File: src/rtl/match_fsm.sv
// Match controller: menu/map selection, round and match sequencing, scoring.
// Optional MATCH_FSM_PAUSE_EN lets an Enter press pause a running round.
module match_fsm #(
  parameter int unsigned NUM_PLAYERS   = 2,
  parameter int unsigned NUM_MAPS      = 2,
  parameter int unsigned ROUNDS_TO_WIN = 3
) (
  input  logic                     Clk,
  input  logic                     Reset,
  input  logic                     Reset_Game,
  input  logic                     Reset_Round,
  input  logic [NUM_PLAYERS-1:0]   Crash,
  input  logic [7:0]               keycode,
  output logic [2:0]               Game_State,
  output logic [2:0]               map_select,
  output logic                     load_background,
  output logic [NUM_PLAYERS-1:0]   alive,
  output logic [4*NUM_PLAYERS-1:0] score,
  output logic [1:0]               round_winner,
  output logic                     round_draw
);

  localparam int unsigned SW = 4 * NUM_PLAYERS;

  typedef enum logic [2:0] {
    MENU         = 3'd0,
    ROUND_PAUSED = 3'd1,
    ROUND_RUN    = 3'd2,
    ROUND_OVER   = 3'd3,
    MATCH_OVER   = 3'd4
  } state_t;

  state_t                 state_q, state_d;
  logic [2:0]             map_q, map_d;
  logic [SW-1:0]          score_q, score_d;
  logic [NUM_PLAYERS-1:0] alive_q, alive_d;
  logic [1:0]             winner_q, winner_d;
  logic                   draw_q, draw_d;
  logic                   load_q, load_d;
  logic [7:0]             prev_key_q;

  logic                   enter_c, up_c, down_c;
  logic [NUM_PLAYERS-1:0] alive_crash;
  logic [2:0]             alive_cnt;
  logic [1:0]             survivor;
  logic                   match_won;

  // A press is the first cycle a target key appears.
  assign enter_c = (keycode == 8'h28) && (keycode != prev_key_q);
  assign up_c    = ((keycode == 8'h1A) || (keycode == 8'h52)) && (keycode != prev_key_q);
  assign down_c  = ((keycode == 8'h16) || (keycode == 8'h51)) && (keycode != prev_key_q);

  assign alive_crash = alive_q & ~Crash;

  always_comb begin
    alive_cnt = 3'd0;
    survivor  = 2'd0;
    match_won = 1'b0;
    for (int i = 0; i < NUM_PLAYERS; i++) begin
      if (alive_crash[i]) begin
        alive_cnt = alive_cnt + 3'd1;
        survivor  = 2'(i);
      end
      if (score_q[4*i +: 4] == 4'(ROUNDS_TO_WIN)) match_won = 1'b1;
    end
  end

  always_ff @(posedge Clk or negedge Reset) begin
    if (!Reset) begin
      state_q    <= MENU;
      map_q      <= 3'd0;
      score_q    <= '0;
      alive_q    <= '1;
      winner_q   <= 2'd0;
      draw_q     <= 1'b0;
      load_q     <= 1'b0;
      prev_key_q <= 8'h00;
    end else begin
      state_q    <= state_d;
      map_q      <= map_d;
      score_q    <= score_d;
      alive_q    <= alive_d;
      winner_q   <= winner_d;
      draw_q     <= draw_d;
      load_q     <= load_d;
      prev_key_q <= Reset_Game ? 8'h00 : keycode;
    end
  end

  always_comb begin
    state_d  = state_q;
    map_d    = map_q;
    score_d  = score_q;
    alive_d  = alive_q;
    winner_d = winner_q;
    draw_d   = draw_q;
    load_d   = 1'b0;

    if (Reset_Game) begin
      state_d  = MENU;
      score_d  = '0;
      alive_d  = '1;
      winner_d = 2'd0;
      draw_d   = 1'b0;
    end else if (Reset_Round &&
                 ((state_q == ROUND_PAUSED) || (state_q == ROUND_RUN))) begin
      state_d = ROUND_PAUSED;
      alive_d = '1;
      load_d  = 1'b1;
    end else begin
      unique case (state_q)
        MENU: begin
          if (enter_c) begin
            state_d = ROUND_PAUSED;
            score_d = '0;
            alive_d = '1;
            draw_d  = 1'b0;
            load_d  = 1'b1;
          end else if (up_c) begin
            map_d = (map_q == 3'(NUM_MAPS - 1)) ? 3'd0 : map_q + 3'd1;
          end else if (down_c) begin
            map_d = (map_q == 3'd0) ? 3'(NUM_MAPS - 1) : map_q - 3'd1;
          end
        end
        ROUND_PAUSED: begin
          if (enter_c) state_d = ROUND_RUN;
        end
        ROUND_RUN: begin
          alive_d = alive_crash;
          if (alive_cnt <= 3'd1) begin
            state_d = ROUND_OVER;
            if (alive_cnt == 3'd1) begin
              winner_d = survivor;
              draw_d   = 1'b0;
              if (score_q[4*survivor +: 4] != 4'hF)
                score_d[4*survivor +: 4] = score_q[4*survivor +: 4] + 4'd1;
            end else begin
              draw_d = 1'b1;
            end
          end
`ifdef MATCH_FSM_PAUSE_EN
          else if (enter_c) begin
            state_d = ROUND_PAUSED;
          end
`endif
        end
        ROUND_OVER: begin
          if (enter_c) begin
            if (match_won) begin
              state_d = MATCH_OVER;
            end else begin
              state_d = ROUND_PAUSED;
              alive_d = '1;
              load_d  = 1'b1;
            end
          end
        end
        MATCH_OVER: begin
          if (enter_c) begin
            state_d = MENU;
            load_d  = 1'b1;
          end
        end
        default: state_d = MENU;
      endcase
    end
  end

  assign Game_State      = state_q;
  assign map_select      = map_q;
  assign load_background = load_q;
  assign alive           = alive_q;
  assign score           = score_q;
  assign round_winner    = winner_q;
  assign round_draw      = draw_q;

endmodule

File: config.mk
export PLATFORM = sky130hd
export DESIGN_NAME = match_fsm
export DESIGN_NICKNAME = d
export VERILOG_FILES = /design/src/rtl/match_fsm.sv
export SDC_FILE = /design/constraint.sdc
export NUM_CORES = 1
export LEC_CHECK = 0
export CAP_MARGIN = 20
export CELL_PAD_IN_SITES_DETAIL_PLACEMENT = 2
export CELL_PAD_IN_SITES_GLOBAL_PLACEMENT = 2
export CORE_MARGIN = 4
export CORE_UTILIZATION = 34
export CTS_CLUSTER_DIAMETER = 200
export CTS_CLUSTER_SIZE = 25
export DETAILED_ROUTE_END_ITERATION = 10
export GPL_ROUTABILITY_DRIVEN = 0
export PLACE_DENSITY_LB_ADDON = 0.1
export SLEW_MARGIN = 0
export SYNTH_ARGS = -nofsm -noshare
export SYNTH_HDL_FRONTEND = slang
export SYNTH_SLANG_ARGS = --single-unit
File: constraint.sdc
create_clock -name Clk -period 5.32 [get_ports Clk]
set_clock_uncertainty 0.1 [all_clocks]
set_input_delay 0.532 -clock Clk [delete_from_list [all_inputs] [get_ports Clk]]
set_output_delay 0.532 -clock Clk [all_outputs]
set_load 0.005 [all_outputs]
# --- Yosys cells after proc, flatten, opt, wreduce, memory -nomap -nowiden ---
# Cells that the tools add are included.
word_totals:
  register_bits: 28
  in_bits: 14
  output_inout_bits: 20
  word_cells: 120
op_classes:
  addsub: 5
  order_cmp: 1
  n_eq_ne: 26
  shift: 3
  mux: 50
  bitwise: 5
  n_reduce_logical: 22
ops:
  columns: ["cell", "n"]
  rows:
  - ["$mux W8", 7]
  - ["$mux W3", 13]
  - ["$neg A4 Y34", 1]
  - ["$shift A4 B34 Y8 const A", 1]
  - ["$shiftx A4 B34 Y8", 1]
  - ["$mux W2", 10]
  - ["$ne A4 B4 Y1 const B", 5]
  - ["$eq A8 B5 Y1 const B", 2]
  - ["$eq A8 B7 Y1 const B", 2]
  - ["$pmux W8 S2", 1]
  - ["$pmux W3 S5", 1]
  - ["$mux W1", 14]
  - ["$reduce_and A4 Y1", 3]
  - ["$reduce_and A5 Y1", 2]
  - ["$eq A3 B1 Y1 const B", 3]
  - ["$ne A3 B2 Y1 const B", 3]
  - ["$bwmux W8", 1]
  - ["$eq A4 B2 Y1 const B", 2]
  - ["$eq A8 B6 Y1 const B", 1]
  - ["$ne A8 B8 Y1", 1]
  - ["$reduce_bool A2 Y1", 4]
  - ["$shiftx A8 B5 Y4", 1]
  - ["$add A3 B1 Y3 const B", 2]
  - ["$eq A3 B2 Y1 const B", 2]
  - ["other kinds (20)", 29]

# --- Depth between registers and ports, before layout ---
# Gate-level depths: netlist of run 1.
logic_depth:
  ltp_word: 13
  depth_mapped: 10
  mapped_depth_nobuf: 9

# --- Worst setup path after synthesis of run 1 ---
# OpenSTA, ideal clock, no wires.
synth_timing:
  kind: "input port to flip-flop"
  start: "in Crash[1]"
  end: "reg score_q[3] (netlist: score[3])"
  setup_ps: 110
  arrival_ps: 2396
  t_required_ps: 5110
  path_slack_ps: 2714
  cell_stages: 9
  n_path_buf: 0
  path_cell_list: "nand2b_1 inv_1 mux2_2 ha_1 nand3_1 a31oi_1 or3_1 or2_1 o41ai_1"
synth_between:
  elab_chain_cells: 13
  word_cells_on_any_way: 23
  cone_classes: "add/sub (2); order compare (1); eq/ne (5); shift (3); mux (9); bitwise (2); reduce/logical (1)"
synth_rtl:
  columns: ["item", "line_no", "rtl"]
  rows:
  - ["from (decl)", "12", "input logic [NUM_PLAYERS-1:0] Crash,"]
  - ["$not A2 Y2 *", "53", "assign alive_crash = alive_q & ~Crash;"]
  - ["$and A2 B2 Y2 *", "53", null]
  - ["$mux W1", "60", "if (alive_crash[i]) begin"]
  - ["$shiftx A8 B5 Y4", "135, 136", null]
  - ["$add A4 B1 Y4", "136", "score_d[4*survivor +: 4] = score_q[4*survivor +: 4] + 4'd1;"]
  - ["$shiftx A4 B34 Y8", "136", null]
  - ["$bwmux W8", "136", null]
  - ["$mux W8", "135", "if (score_q[4*survivor +: 4] != 4'hF)"]
  - ["$mux W8", "132", "if (alive_cnt == 3'd1) begin"]
  - ["$mux W8", "130", "if (alive_cnt <= 3'd1) begin"]
  - ["$pmux W8 S2", "111", "unique case (state_q)"]
  - ["$mux W8", "105", "end else if (Reset_Round &&"]
  - ["$mux W8", "99", "if (Reset_Game) begin"]
  - ["to (signal assigned)", "81", "score_q <= score_d;"]
  - ["to (decl)", "35", "logic [SW-1:0] score_q, score_d;"]
# Every way passes the cells marked *; elsewhere a longest branch is shown, timed or not. The select of a mux whose other input is x is not followed.
# A chain may end at the register's enable or synchronous reset.

# --- Worst setup path in the final report of run 1 ---
# Same ends and word-level chain as after synthesis.

==> results of run 1 <==
## synthesized netlist by cell type, types with 4 or more instances
library cell	number	share of area (%)
a21oi_1	6	1.7
dfrtp_1	25	35
ha_1	4	2.8
o21ai_1	6	1.7
clkbuf_1	5	1.0
nand2_1	13	2.7
xor2_1	9	4.4
inv_1	9	1.9
nand2b_1	4	1.4
nor2b_1	10	3.5
nand3_1	7	1.9
nor2_1	17	3.6
## sequential cells by signal, indices dropped and copies added, names as in the netlist
register,flops
round_winner,1
map_select,3
round_draw,1
alive,2
score,8
prev_key_q,8
Game_State,3
load_background,1
## power by group through the flow
| stage | clock [mW] | combinational, mW | sequential [mW] |
|---|---|---|---|
| after global placement | 0 | 0.0651 | 0.218 |
| final | 0.117 | 0.0680 | 0.214 |
| after global routing | 0.132 | 0.0762 | 0.215 |
| after detailed placement | 0 | 0.0685 | 0.218 |
| after CTS | 0.121 | 0.0689 | 0.214 |
| after floorplan | 0 | 0.0361 | 0.218 |
## path summary, 6_finish.rpt
path | startpoint | end | cells past startpoint
max in group asynchronous | Reset | alive[0] | 2
worst max register to register | alive[1] | score[3] | 9
worst min register to register | round_draw | round_draw | 1
min in group asynchronous | Reset | map_select[0] | 2
worst min-delay path | round_draw | round_draw | 1
worst max-delay path | Crash[1] | score[3] | 10
## critical path: stages
cell and delay [ps]:
clkdlybuf4s50_1 450, nand2b_1 400, inv_1 180, mux2_2 350, ha_1 270, nand3_1 110, a31oi_1 80, or3_1 390
or2_1 250, o41ai_1 260
## metrics by stage
stage	cells	hold WS [ps]	util, %
2_1_floorplan	194	136	-
3_3_place_gp	289	395	42.4
3_5_place_dp	289	396	42.4
4_1_cts	293	420	43.3
5_1_grt	293	448	43.3
6_report	293	412	43.3
## cell usage in the layout (no fill, tap or decap), types with 4 or more instances in the layout
| cell | count |
|---|---|
| clkdlybuf4s50_1 | 32 |
| dfrtp_1 | 25 |
| nor2_1 | 17 |
| nand2_1 | 13 |
| nor2b_1 | 10 |
| inv_1 | 9 |
| xor2_1 | 9 |
| nand3_1 | 7 |
| o21ai_1 | 6 |
| a21oi_1 | 6 |
| nand2b_1 | 4 |
| ha_1 | 4 |
## layout make-up
type                    count  area (µm²)  share of cell area (%)
clock buffers               3        41.3                    1.87
inverters                  10        37.5                    1.70
multi-input cells         149        1030                    46.7
clock inverters             1        5.00                   0.227
repair buffers             33         328                    14.8
well taps                  70        87.6                    3.96
flip-flops and latches     27         678                    30.7
## cell families after synthesis
family | synth area share (%)
AND/OR/NAND/NOR | 27.6
AO/OA/AOI/OAI | 18.5
flip-flops | 37.7
buffers and inverters | 4.80
XOR/XNOR | 5.36
multiplexers | 2.99
adder cells (fa/ha/maj) | 2.79
other | 0.209
## metal layers
layer / vias to the layer above / global-route usage, %
li1: 761 / -
met1: 820 / 22.2
met2: 24 / 34.1
met3: 2 / 2.47
met4: 0 / 3.55
met5: - / 0
==> reports/results.tsv, run 1 <==
stage	metric	value	unit
outcome	status	finished, final reports clean	
final_layout	drive_gt1_share	8.52	%
power_and_ir_drop	p_int	0.293	mW
setup_path	cp.arrival	3270	ps
yosys	syn_nets	212	
global_route	grt_max_degree	28	
drt	vias	1607	
placement	dp_hpwl	4130	µm
global_route	antenna_found_initial	0	
power_and_ir_drop	leakage	0.898	nW
final_layout	fin_nets	242	
drt	drcViolationCount	0	
setup_path	path_class	primary input to register	
clock_network	cts_root_buf	clkbuf_8	
final_layout	area_delta_synth_final	23.0	%
placement	place_ws	1840	ps
drt	drt_iter0_markers	42	
die	fp.dieW	80.7	µm
timing	slew_violations	0	
clock_network	cts_tree	done	
drt	first_pass_iters	4	
clock_network	clk_path_buf_depth	2	
drt	wl	5470	µm
final_layout	diodes	0	
yosys	synth_edf_count	0	
timing	max_slew_margin	54.9	%
clock_network	clk_pin_slew	100	ps
timing	postLayoutSetupSlackWorst	2110	ps
die	die_h	80.7	µm
setup_path	cp.required	5380	ps
timing	setup_viol_count_final	0	
yosys	ys_ff_latch	27	
timing	rsz0062_at_grt	false	
drt	ant_nets	0	
yosys	syn_area	0.00180	mm²
global_route	grt_pass1_wl	9270	µm
setup_path	start_kind	primary input	
clock_network	cts_hold_buf	0	
clock_network	ctsResizeCount	0	
drt	avgViaCountPerCell	5.48	
clock_network	clkSinkCount	27	
drt	wl_met1	2370	µm
clock_network	clock_tree.htree_level_count	1	
final_layout	fill_cells	588	
setup_path	regToRegSetupSlack	2290	ps
die	die_area	0.00651	mm²
worst_hold_path	min_path_type	register to register	
die	io_pins	34	
placement	place_area	0.00216	mm²
timing	tightest_slew	675	ps
power_and_ir_drop	peakVddDrop	0.0862	mV
die	num_rows	26	
die	start_util	35.2	%
yosys	async_flop_share	100	%
timing	max_freq	311	MHz
timing	period_minus_slack	3210	ps
clock_network	post_cts_buffers	0	
yosys	synth_area_per_cell	9.26	µm²
power_and_ir_drop	power	0.399	mW
power_and_ir_drop	seq_power_share	53.7	%
power_and_ir_drop	power.density	181	mW/mm²
placement	portBuffers	32	
yosys	syn_inst	194	
final_layout	design_area	0.00221	mm²
power_and_ir_drop	p_comb_share	17.0	%
global_route	grt_overflow	0	
drt	highest_layer	met4	
yosys	netlist-cell-type-count	59	
power_and_ir_drop	p_sw_share	26.7	%
power_and_ir_drop	clkPwrFrac	29.3	%
timing	finalCritPeriodShare	60.4	%
global_route	grt_pass1_vias	1826	
power_and_ir_drop	switching_power	0.106	mW
clock_network	worstSkewPairLatency	270	ps
setup_path	end_kind	register	
run	drv_cap	0	
setup_path	cp_max_fo	13	
drt	detail_route.wl_per_cell	18.7	µm
global_route	grtUsageTotal	18.3	%
yosys	yosysWarnings	0	
drt	met3_length	160	µm
yosys	synthFlopType	dfrtp_1	
drt	route.met2.wl	2910	µm
timing	fin_tns_setup	0	ps
timing	report.final.hold_viol_count	0	
yosys	ys_seq_area_share	37.7	%
clock_network	cts-buffers-inserted	3	
die	core-area	0.00511	mm²
Power figures use the tool's default switching activity.
==> run 2, diff against run 1 <==
--- a/config.mk
+++ b/config.mk
@@ -9,7 +9,7 @@
 export CELL_PAD_IN_SITES_DETAIL_PLACEMENT = 2
 export CELL_PAD_IN_SITES_GLOBAL_PLACEMENT = 2
 export CORE_MARGIN = 4
-export CORE_UTILIZATION = 34
+export CORE_UTILIZATION = 28
 export CTS_CLUSTER_DIAMETER = 200
 export CTS_CLUSTER_SIZE = 25
 export DETAILED_ROUTE_END_ITERATION = 10
==> constraint.sdc (replaced) <==
create_clock -name Clk -period 2.9 [get_ports Clk]
set_clock_uncertainty 0.1 [all_clocks]
set_input_delay 0.29 -clock Clk [delete_from_list [all_inputs] [get_ports Clk]]
set_output_delay 0.29 -clock Clk [all_outputs]
set_load 0.005 [all_outputs]
==> reports/results.tsv, run 2 (synthesized netlist as in run 1, its figures left out) <==
stage	metric	value	unit	change
outcome	status	finished, final reports clean		
setup_path	crit_buf_inv	1		-1
drt	detail_route.wl_per_cell	18.9	µm	+1.5%
placement	place_ws	-59.2	ps	-1900 ps
timing	rsz0062_at_grt	false		
setup_path	critPathTopFamily	simple AND/OR/NAND/NOR gates		
setup_path	path_class	register to register		
clock_network	cts_tree	done		
clock_network	cts-buffers-inserted	3		unchanged
drt	drcViolationCount	0		unchanged
setup_path	end_kind	register		
placement	dp_hpwl	4500	µm	+8.9%
setup_path	cp_max_fo	5		-8
placement	portBuffers	32		unchanged
power_and_ir_drop	power	0.759	mW	+90%
timing	slew_violations	0		unchanged
clock_network	post_cts_buffers	0		unchanged
setup_path	cp.required	2970	ps	-2410 ps
drt	first_pass_iters	4		unchanged
timing	setup_viol_count_final	0		unchanged
final_layout	fin_nets	251		+3.7%
final_layout	diodes	0		unchanged
global_route	grt_pass1_vias	1945		+6.5%
setup_path	cpPeakStageDelay	560	ps	+110 ps
clock_network	clkSinkCount	27		unchanged
final_layout	area_delta_synth_final	27.1	%	
power_and_ir_drop	leakage	0.944	nW	+5.1%
clock_network	clk_path_buf_depth	2		unchanged
timing	fin_tns_setup	0	ps	unchanged
global_route	antenna_found_initial	0		unchanged
die	die_area	0.00776	mm²	+19%
final_layout	drive_gt1_share	12.1	%	+3.5 points
drt	ant_nets	0		unchanged
placement	dp_cells	303		+4.8%
drt	drt_iter0_markers	24		-43%
timing	finalCritPeriodShare	94.2	%	
die	num_rows	28		+7.7%
clock_network	clk_pin_slew	100	ps	about the same
drt	vias	1647		+2.5%
die	die_h	88.1	µm	+9.2%
setup_path	regToRegSetupSlack	170	ps	-2120 ps
setup_path	slowest_stage	dfstp_2		
drt	avgViaCountPerCell	5.36		-2.2%
clock_network	cts_root_buf	clkbuf_8		
run	drv_cap	0		unchanged
clock_network	clock_tree.htree_level_count	1		unchanged
clock_network	ctsResizeCount	0		unchanged
setup_path	crit_chain	nand2b_1 > inv_1 > mux2_2 > ha_1 > nand3_1 > a31oi_1 > or3_1 > or2_1 > o41ai_1		
clock_network	worstSkewPairLatency	290	ps	+20 ps
drt	wl	5820	µm	+6.4%
power_and_ir_drop	power.density	333	mW/mm²	+84%
die	start_util	29.6	%	-5.5 points
final_layout	instances_no_fill	307		+4.8%
final_layout	layout_common_cells	32 x clkdlybuf4s50_1, 25 x dfrtp_1, 17 x nor2_1, 13 x nand2_1		
global_route	grt_max_degree	28		unchanged
worst_hold_path	min_path_type	primary input to async pin		
global_route	grtUsageTotal	16.8	%	-1.4 points
timing	report.final.hold_viol_count	0		unchanged
timing	period_minus_slack	2730	ps	
timing	hold_slack	287	ps	-125 ps
timing	max_freq	366	MHz	
setup_path	start_kind	register		
clock_network	cts_hold_buf	0		unchanged
die	io_pins	34		unchanged
die	fp.dieW	88.1	µm	+9.2%
global_route	grt_overflow	0		unchanged
setup_path	cp.arrival	2800	ps	-470 ps
power_and_ir_drop	peakVddDrop	0.193	mV	+120%
timing	max_slew_margin	57.0	%	+2.1 points
timing	postLayoutSetupSlackWorst	169	ps	-1940 ps
die	core-area	0.00606	mm²	+19%
timing	tightest_slew	637	ps	-37.6 ps
global_route	grt_pass1_wl	10100	µm	+8.6%
final_layout	layout_commonest_cell	clkdlybuf4s50_1		
## run 2: cell count changes in the layout (fill, tap and decap cells not counted)
cell   change
buf_4      +9
## run 2: worst paths after layout
| path | start | end | depth (start not counted) |
|---|---|---|---|
| min in group Clk | round_draw | round_draw | 1 |
| hold / removal | Reset | map_select[2] | 2 |
| setup reg to reg | alive[1] | score[3] | 9 |
| setup / recovery | alive[1] | score[3] | 9 |
| hold reg to reg | round_draw | round_draw | 1 |
| max in group asynchronous | Reset | alive[1] | 2 |
## run 2: final cells by class
| class | instances | area (µm²) |
|---|---|---|
| Clock inverter | 1 | 5.00 |
| Timing Repair Buffer | 42 | 395 |
| Sequential cell | 27 | 678 |
| Multi-Input combinational cell | 149 | 1030 |
| Inverter | 10 | 37.5 |
| Clock buffer | 3 | 41.3 |
| Fill cell | 669 | 3780 |
| Tap cell | 75 | 93.8 |
## run 2: power by group
| group | internal (mW) | switching (mW) | total, mW | leakage [nW] |
|---|---|---|---|---|
| Clock | 0.0971 | 0.139 | 0.236 | 0.0255 |
| Sequential | 0.386 | 0.00745 | 0.394 | 0.353 |
| Combinational | 0.0592 | 0.0708 | 0.130 | 0.566 |
| Total | 0.543 | 0.217 | 0.759 | 0.944 |
## run 2: metal layers
metal  up-vias  routed length, µm  global-route usage, %
met1       833               2500                   20.2
met2        27               3090                   31.5
met4         0                 74                   4.53
li1        782                  -                      -
met5         -                  0                      0
met3         5                152                   1.98
## run 2: stage by stage
| stage | util, % | cell area [µm²] |
|---|---|---|
| 3_5_place_dp | 36.9 | 2240 |
| 2_1_floorplan | - | 1800 |
| 6_report | 37.7 | 2280 |
| 3_3_place_gp | 36.9 | 2240 |
| 5_1_grt | 37.7 | 2280 |
| 4_1_cts | 37.7 | 2280 |
==> run 3, diff against run 2 <==
--- a/config.mk
+++ b/config.mk
@@ -5,12 +5,11 @@
 export SDC_FILE = /design/constraint.sdc
 export NUM_CORES = 1
 export LEC_CHECK = 0
-export CAP_MARGIN = 20
 export CELL_PAD_IN_SITES_DETAIL_PLACEMENT = 2
 export CELL_PAD_IN_SITES_GLOBAL_PLACEMENT = 2
 export CORE_MARGIN = 4
 export CORE_UTILIZATION = 28
-export CTS_CLUSTER_DIAMETER = 200
+export CTS_CLUSTER_DIAMETER = 40
 export CTS_CLUSTER_SIZE = 25
 export DETAILED_ROUTE_END_ITERATION = 10
 export GPL_ROUTABILITY_DRIVEN = 0
==> results of run 3 <==
Final layout, timing and power as in run 2 (identical DEF).
